`src/rtl/raycast_pkg.sv`:
```
// Shared raycaster constants: map geometry, default wall layout and tile indexing.
package raycast_pkg;

    localparam int MAP_DIM   = 16;
    localparam int MAP_BITS  = 4;
    localparam int MAP_CELLS = MAP_DIM * MAP_DIM;

    // Row y occupies bits [y*16+15 : y*16]; MSB row is y=15. Perimeter walls plus a pillar at (8,8).
    localparam logic [MAP_CELLS-1:0] DEFAULT_MAP =
        256'hFFFF_8001_8001_8001_8001_8001_8001_8101_8001_8001_8001_8001_8001_8001_8001_FFFF;

    function automatic logic [2*MAP_BITS-1:0] tile_index(
        input logic [MAP_BITS-1:0] x,
        input logic [MAP_BITS-1:0] y
    );
        return {y, x};
    endfunction

endpackage

```
`src/rtl/world_map_rom.sv`:
```
// Combinational read of the fixed wall bitmap; one bit per tile, 1 = wall.
module world_map_rom
    import raycast_pkg::*;
#(
    parameter int                         MAP_W    = MAP_DIM,
    parameter int                         MAP_H    = MAP_DIM,
    parameter logic [MAP_W*MAP_H-1:0]     MAP_INIT = DEFAULT_MAP
) (
    input  logic [MAP_BITS-1:0] x,
    input  logic [MAP_BITS-1:0] y,
    output logic                wall
);

    logic [2*MAP_BITS-1:0] idx;

    assign idx  = tile_index(x, y);
    assign wall = MAP_INIT[idx];

endmodule

```
`src/rtl/world_map.sv`:
```
// Tile-map wall lookup for the DDA stepper, plus a latch holding the first wall hit of each ray.
module world_map
    import raycast_pkg::*;
#(
    parameter int                     MAP_W    = MAP_DIM,
    parameter int                     MAP_H    = MAP_DIM,
    parameter logic [MAP_W*MAP_H-1:0] MAP_INIT = DEFAULT_MAP
) (
    input  logic                clk,
    input  logic                reset,
    input  logic [MAP_BITS-1:0] xPos,
    input  logic [MAP_BITS-1:0] yPos,
    input  logic                setup_complete,
    input  logic                is_new_ray,
    output logic                is_wall,
    output logic [MAP_BITS-1:0] hit_coord_x,
    output logic [MAP_BITS-1:0] hit_coord_y
);

    logic                tile_wall;
    logic                wall_hit;
    logic                hit_valid_q, hit_valid_d;
    logic [MAP_BITS-1:0] hit_x_q, hit_x_d;
    logic [MAP_BITS-1:0] hit_y_q, hit_y_d;

    world_map_rom #(
        .MAP_W    (MAP_W),
        .MAP_H    (MAP_H),
        .MAP_INIT (MAP_INIT)
    ) u_rom (
        .x    (xPos),
        .y    (yPos),
        .wall (tile_wall)
    );

    // Zero-latency so the stepper can stop in the same cycle it enters a wall cell.
    assign wall_hit = setup_complete & tile_wall;
    assign is_wall  = wall_hit;

    // A new ray wins over capture; once valid, later walls from stepper overshoot are ignored.
    always_comb begin
        hit_valid_d = hit_valid_q;
        hit_x_d     = hit_x_q;
        hit_y_d     = hit_y_q;
        if (is_new_ray) begin
            hit_valid_d = 1'b0;
            hit_x_d     = '0;
            hit_y_d     = '0;
        end else if (wall_hit && !hit_valid_q) begin
            hit_valid_d = 1'b1;
            hit_x_d     = xPos;
            hit_y_d     = yPos;
        end
    end

    always_ff @(posedge clk or posedge reset) begin
        if (reset) begin
            hit_valid_q <= 1'b0;
            hit_x_q     <= '0;
            hit_y_q     <= '0;
        end else begin
            hit_valid_q <= hit_valid_d;
            hit_x_q     <= hit_x_d;
            hit_y_q     <= hit_y_d;
        end
    end

    assign hit_coord_x = hit_x_q;
    assign hit_coord_y = hit_y_q;

endmodule

```
`config.mk`:
```
export PLATFORM = sky130hd
export DESIGN_NAME = world_map
export DESIGN_NICKNAME = d
export VERILOG_FILES = /design/src/rtl/raycast_pkg.sv /design/src/rtl/world_map_rom.sv /design/src/rtl/world_map.sv
export SDC_FILE = /design/constraint.sdc
export NUM_CORES = 1
export LEC_CHECK = 0
export CAP_MARGIN = 15
export CORE_AREA = 2 2 39 41
export DETAILED_ROUTE_END_ITERATION = 7
export DIE_AREA = 0 0 41 43
export PLACE_DENSITY_LB_ADDON = 0.15
export REMOVE_ABC_BUFFERS = 1
export SYNTH_ARGS = -nofsm -noshare
export SYNTH_HDL_FRONTEND = slang
export SYNTH_SLANG_ARGS = --single-unit
```
`constraint.sdc`:
```
create_clock -name clk -period 1.98 [get_ports clk]
set_input_delay 0.396 -clock clk [delete_from_list [all_inputs] [get_ports clk]]
set_output_delay 0.396 -clock clk [all_outputs]
set_load 0.01 [all_outputs]
```
==> results of run 1 <==
## power by group through the flow
stage / Clock (uW) / Sequential (uW) / Combinational, uW
5_1_grt: 159 / 196 / 100
6_report: 148 / 195 / 91.6
4_1_cts: 149 / 195 / 91.0
3_3_place_gp: 0 / 198 / 94.5
3_5_place_dp: 0 / 198 / 94.9
2_1_floorplan: 0 / 202 / 32.1
## layout make-up
| cell class | count | area, sq um |
|---|---|---|
| fillers | 135 | 609 |
| multi-input cells | 32 | 260 |
| repair buffers | 25 | 231 |
| flip-flops and latches | 9 | 225 |
| clock buffers | 4 | 26.3 |
| well taps | 16 | 20.0 |
| inverters | 3 | 11.3 |
## state kept, by name (all words and copies together), names as in the netlist
register and cells:
hit_valid_q 1, hit_coord_x 4, hit_coord_y 4
## cell usage in the layout (no fill, tap or decap), drive strengths merged, types with 2 or more instances in the layout
master	count
mux2i	8
buf	8
inv	3
clkbuf	5
dfrtp	9
nand4	2
clkdlybuf4s50	14
nand2b	15
## metrics by stage
step | hold WS (ns) | cell area, sq um
2_1_floorplan | 0.224 | 497
3_3_place_gp | 0.504 | 754
3_5_place_dp | 0.518 | 754
4_1_cts | 0.422 | 764
5_1_grt | 0.455 | 774
6_report | 0.405 | 774
## per-layer routing
layer  share of wire [%]  GRT usage, %  vias to the layer above
li1                    -             -                      209
met1                  48          20.3                      205
met2                  45          22.2                       16
met3                 7.5          3.14                        0
met4                   0          2.00                        0
met5                   0             0                        -
## worst max-delay path: stages
cell	delay, ns
buf_6	0.09
or3_4	0.40
a2111oi_4	0.33
o21ai_1	0.11
inv_1	0.06
buf_2	0.12
## worst max path at each step
stage	startpoint	end	slack (ns)	depth (start not counted)
2_1_floorplan	yPos[2]	hit_coord_x[0]$_DFFE_PP0P_	0.16	4
3_3_place_gp	yPos[2]	is_wall	-0.75	6
3_5_place_dp	yPos[2]	is_wall	-0.76	6
4_1_cts	yPos[0]	is_wall	0.01	6
5_1_grt	yPos[1]	is_wall	0.007	6
6_report	yPos[1]	is_wall	0.08	6
## what timing repair did
item / in CTS / in global routing
setup endpoints to repair: 7 / 1
pin swaps: 3 / 0
cloned: 0 / 0
gates resized for setup: 15 / 4
## cell families (layout without fill, tap and decap cells)
group,Yosys count,in the layout,synth area share [%]
compound gates,5,5,10.8
buf+inv,5,32,5.13
flops,9,9,44.0
mux,8,8,15.6
simple gates,19,19,24.4
==> impl_metrics.ini, run 1 <==
[logic_synthesis]
synth.area.top_cells = dfrtp_1, nand2b_1, mux2i_1
synth_ff_type = dfrtp_1
synth_warnings = 0
synthArstFlopShare_pct = 100
avgSynthCellArea_sq_um = 11.1
netlist_area_sq_um = 512
ys_ff_latch = 9
synth_commonest_cells = nand2b_1, dfrtp_1, mux2i_1
yosysMostFrequentCell = nand2b_1
synth_edf_count = 0
synth_area_leader_cell = dfrtp_1
ys_types = 14
ys_seq_area_share_pct = 44.0
synth_top_area_share_pct = 44.0
synthCells = 46

[floorplanning]
die_x_microns = 41
die_h_microns = 43
io-pin-count = 21
num_rows = 14
fp.coreArea_sq_um = 1380
die-area_sq_um = 1760
initial_core_util_pct = 37.0

[sta]
rsz0062_at_grt = false
maxSlewHeadroom_pct = 69.7
setup_tns_ns = 0
fin_worst_skew_ns = 0.00253
fin_crit_ns = 1.90
hold_viol = 0
setup_ws_ns = 0.0800
clock.fmax_ghz = 0.526
setup_viol = 0
worst_pin_slew_ns = 0.453
maxSlewViolCount = 0
finalCritPeriodShare_pct = 96.0

[clock_tree]
clk_latency_ns = 0.26
cts-buffers-inserted = 3
cts_root_buffer = clkbuf_4
clk_transition_reported_paths_ns = 0.07
clockBufferDepth = 2
cts_sinks = 9
h-tree-depth = 1
tritoncts = done
ctsHoldBuffers = 0
cts_setup_buffers = 0

[routing]
routed_wl_mm = 1.06
avgRoutedWirePerCell_microns = 11.9
drt_iter0_drc = 4
post-route-drc-count = 0
vias_per_cell = 4.83
vias = 430
ant_nets = 0
drt_pre_antenna_iters = 4

[pwr]
powerDensity_nw_per_um2 = 560
pwr-share-comb_pct = 21.1
leakage_uw = 0.000347
p_switching_uw = 111
p_sw_share_pct = 25.6
p_int_uw = 323
pwr-share-clk_pct = 34.0
power_frac_seq_pct = 44.9
fin_total_pwr_uw = 434
ir_worst_vdd_v = 0.000351

[critical_path]
setup.worst_path.end_class = primary output
required_ns = 1.58
start_kind = input pin
cp.arrival_ns = 1.50
crit_fanout = 2
reg2reg_depth = 4
r2r_end = hit_coord_x[1]$_DFFE_PP0P_
path_class = input pin to primary output
worst-r2r-setup-slack_ns = 0.93
r2r-start = hit_valid_q$_DFFE_PP0P_

[worst_hold_path]
hp-class = input pin to asynchronous set/reset pin

[final_layout]
syn2layout_area_growth_pct = 51.3
drive_gt1_share_pct = 19.2
instances_no_fill = 89
antenna_cells = 0
final_nets = 86
final_util_pct = 56.0

[global_route]
grt_pass1_wl_mm = 1.76
grt_overflow = 0
antenna_found_initial = 0
grt_max_degree = 18
grt_use_total_pct = 14.3
grt_pass1_vias = 417

[job]
cap_violations = 0

[place]
portBuffers = 20
dp_cells = 85
gp_congestion = 0.672
dp_hpwl_microns = 787
dp_slack_ns = -0.764

[outcome]
status = completed
No activity file was read; power rests on OpenSTA's default activity.
==> inputs of run 2 (changes only) <==
Clock period 1.98 ns to 2.05 ns, I/O delays scaled along.
==> run 2 against run 1 <==
Against the previous run:
- sequential power is 4% lower
- register-to-register slack better by 0.07 ns
- power is 3.4% lower
- hold slack better by 0.016 ns
- global-route usage stayed put
- clock skew hardly changed
- combinational power is 2.4% lower
- via count is 0.23% higher
- clock-buffer cell count stayed put
- largest cell class unchanged
- largest power group unchanged
==> impl_metrics.ini, run 2 (synthesized netlist as in run 1, its figures left out) <==
[outcome]
status = completed

[global_route]
grt_max_degree = 18
grt_use_total_pct = 14.3
grt_pass1_wl_mm = 1.76
antenna_found_initial = 0
grt_pass1_vias = 417
grt_overflow = 0

[critical_path]
crit_slowest_cell = or3_4
reg2reg_depth = 4
crit_chain = buf_6 -> or3_4 -> a2111oi_4 -> o21ai_1 -> inv_1 -> buf_2
cpPeakStageDelay_ns = 0.40
path_class = input pin to primary output
start_kind = input pin
cp.arrival_ns = 1.60
crit_fanout = 2
required_ns = 1.64
setup.worst_path.end_class = primary output

[sta]
hold_viol = 0
fin_worst_skew_ns = 0.00226
maxSlewViolCount = 0
rsz0062_at_grt = true
finalCritPeriodShare_pct = 98.0
clock.fmax_ghz = 0.498
setup_tns_ns = 0
hold_slack_ns = 0.421
setup_viol = 0
worst_pin_slew_ns = 0.456
fin_crit_ns = 2.01
maxSlewHeadroom_pct = 69.5

[clock_tree]
cts-buffers-inserted = 3
clk_latency_ns = 0.26
cts_root_buffer = clkbuf_4
h-tree-depth = 1
clk_transition_reported_paths_ns = 0.07
cts_sinks = 9
ctsHoldBuffers = 0
cts_setup_buffers = 0
clockBufferDepth = 2
tritoncts = done

[pwr]
fin_total_pwr_uw = 419
p_sw_share_pct = 25.4
ir_worst_vdd_v = 0.000339
p_switching_uw = 107
powerDensity_nw_per_um2 = 542
leakage_uw = 0.000336
p_int_uw = 313
power_frac_seq_pct = 44.9
pwr-share-clk_pct = 33.8
pwr-share-comb_pct = 21.3

[floorplanning]
io-pin-count = 21
die-area_sq_um = 1760
fp.coreArea_sq_um = 1380
num_rows = 14
die_h_microns = 43
initial_core_util_pct = 37.0
die_x_microns = 41

[place]
portBuffers = 20
dp_hpwl_microns = 787
postPlaceCellArea_sq_um = 754
gp_congestion = 0.672

[routing]
routed_wl_mm = 1.05
vias = 431
avgRoutedWirePerCell_microns = 11.7
vias_per_cell = 4.84
ant_nets = 0
post-route-drc-count = 0
drt_pre_antenna_iters = 4
drt_iter0_drc = 4

[final_layout]
final_cell_mix = clkdlybuf4s50_1, nand2b_1, dfrtp_1, mux2i_1, buf_4
drive_gt1_share_pct = 19.2
n_fill_cell = 134
antenna_cells = 0
multi_input_area_sq_um = 260
final_common_cell = clkdlybuf4s50_1
final_nets = 86
syn2layout_area_growth_pct = 51.1
stdcell_area_sq_um = 773
seqCellArea_sq_um = 225

[job]
cap_violations = 0

[worst_hold_path]
hp-class = input pin to asynchronous set/reset pin
-- run 2: cell types whose count changed in the layout (fill, tap and decap cells not counted), sizes merged --
cell | before | now
dlymetal6s2s | 1 | 0
clkdlybuf4s50 | 14 | 16
dlygate4sd2 | 1 | 0
-- run 2: worst paths after layout --
| kind | from | endpoint | slack, ns |
|---|---|---|---|
| worst max-delay path | yPos[0] | is_wall | 0.04 |
| worst min-delay path | reset | hit_coord_y[3]$_DFFE_PP0P_ | 0.42 |
| worst max register to register | hit_valid_q$_DFFE_PP0P_ | hit_coord_x[1]$_DFFE_PP0P_ | 1.00 |
| worst min register to register | hit_valid_q$_DFFE_PP0P_ | hit_valid_q$_DFFE_PP0P_ | 0.53 |
| max in group asynchronous | reset | hit_coord_x[2]$_DFFE_PP0P_ | 1.36 |
| min in group clk | yPos[2] | hit_coord_y[2]$_DFFE_PP0P_ | 0.49 |
-- run 2: through the flow --
step	util, %	instances	setup slack (ns)
global placement	54.5	85	-0.706
finish	55.9	89	0.0419
detailed placement	54.5	85	-0.722
global route	55.9	89	-0.0252
CTS	56.0	89	0.000818
floorplan	-	44	0.215
-- run 2: cell type report --
class	count	area share, %
inverter	3	1.46
timing repair buffer	25	29.8
clock buffer	4	3.40
tap	16	2.59
sequential	9	29.1
multi-input combinational	32	33.7
-- run 2: per-layer routing --
| layer | vias up | GRT usage (%) | wire length (microns) |
|---|---|---|---|
| met5 | - | 0 | 0 |
| met4 | 0 | 2.00 | 0 |
| met3 | 0 | 3.14 | 79 |
| met2 | 16 | 22.2 | 473 |
| met1 | 206 | 20.3 | 492 |
| li1 | 209 | - | - |
-- run 2: what timing repair did --
item,CTS,global route
setup endpoints to repair,4,1
resized for setup,9,7
endpoints found under the hold margin,0,0
pin swaps,3,3
-- run 2: power groups by stage --
stage          Clock [uW]  Sequential [uW]  Combinational [uW]
4_1_cts               144              188                89.5
5_1_grt               153              189                98.0
2_1_floorplan           0              195                31.0
3_5_place_dp            0              192                91.6
3_3_place_gp            0              192                91.2
6_report              142              188                89.4
-- run 2: critical path: cells and delay by family --
family	cells	cell delay, ns
buf+inv	3	0.28
compound gates	2	0.51
simple gates	1	0.40
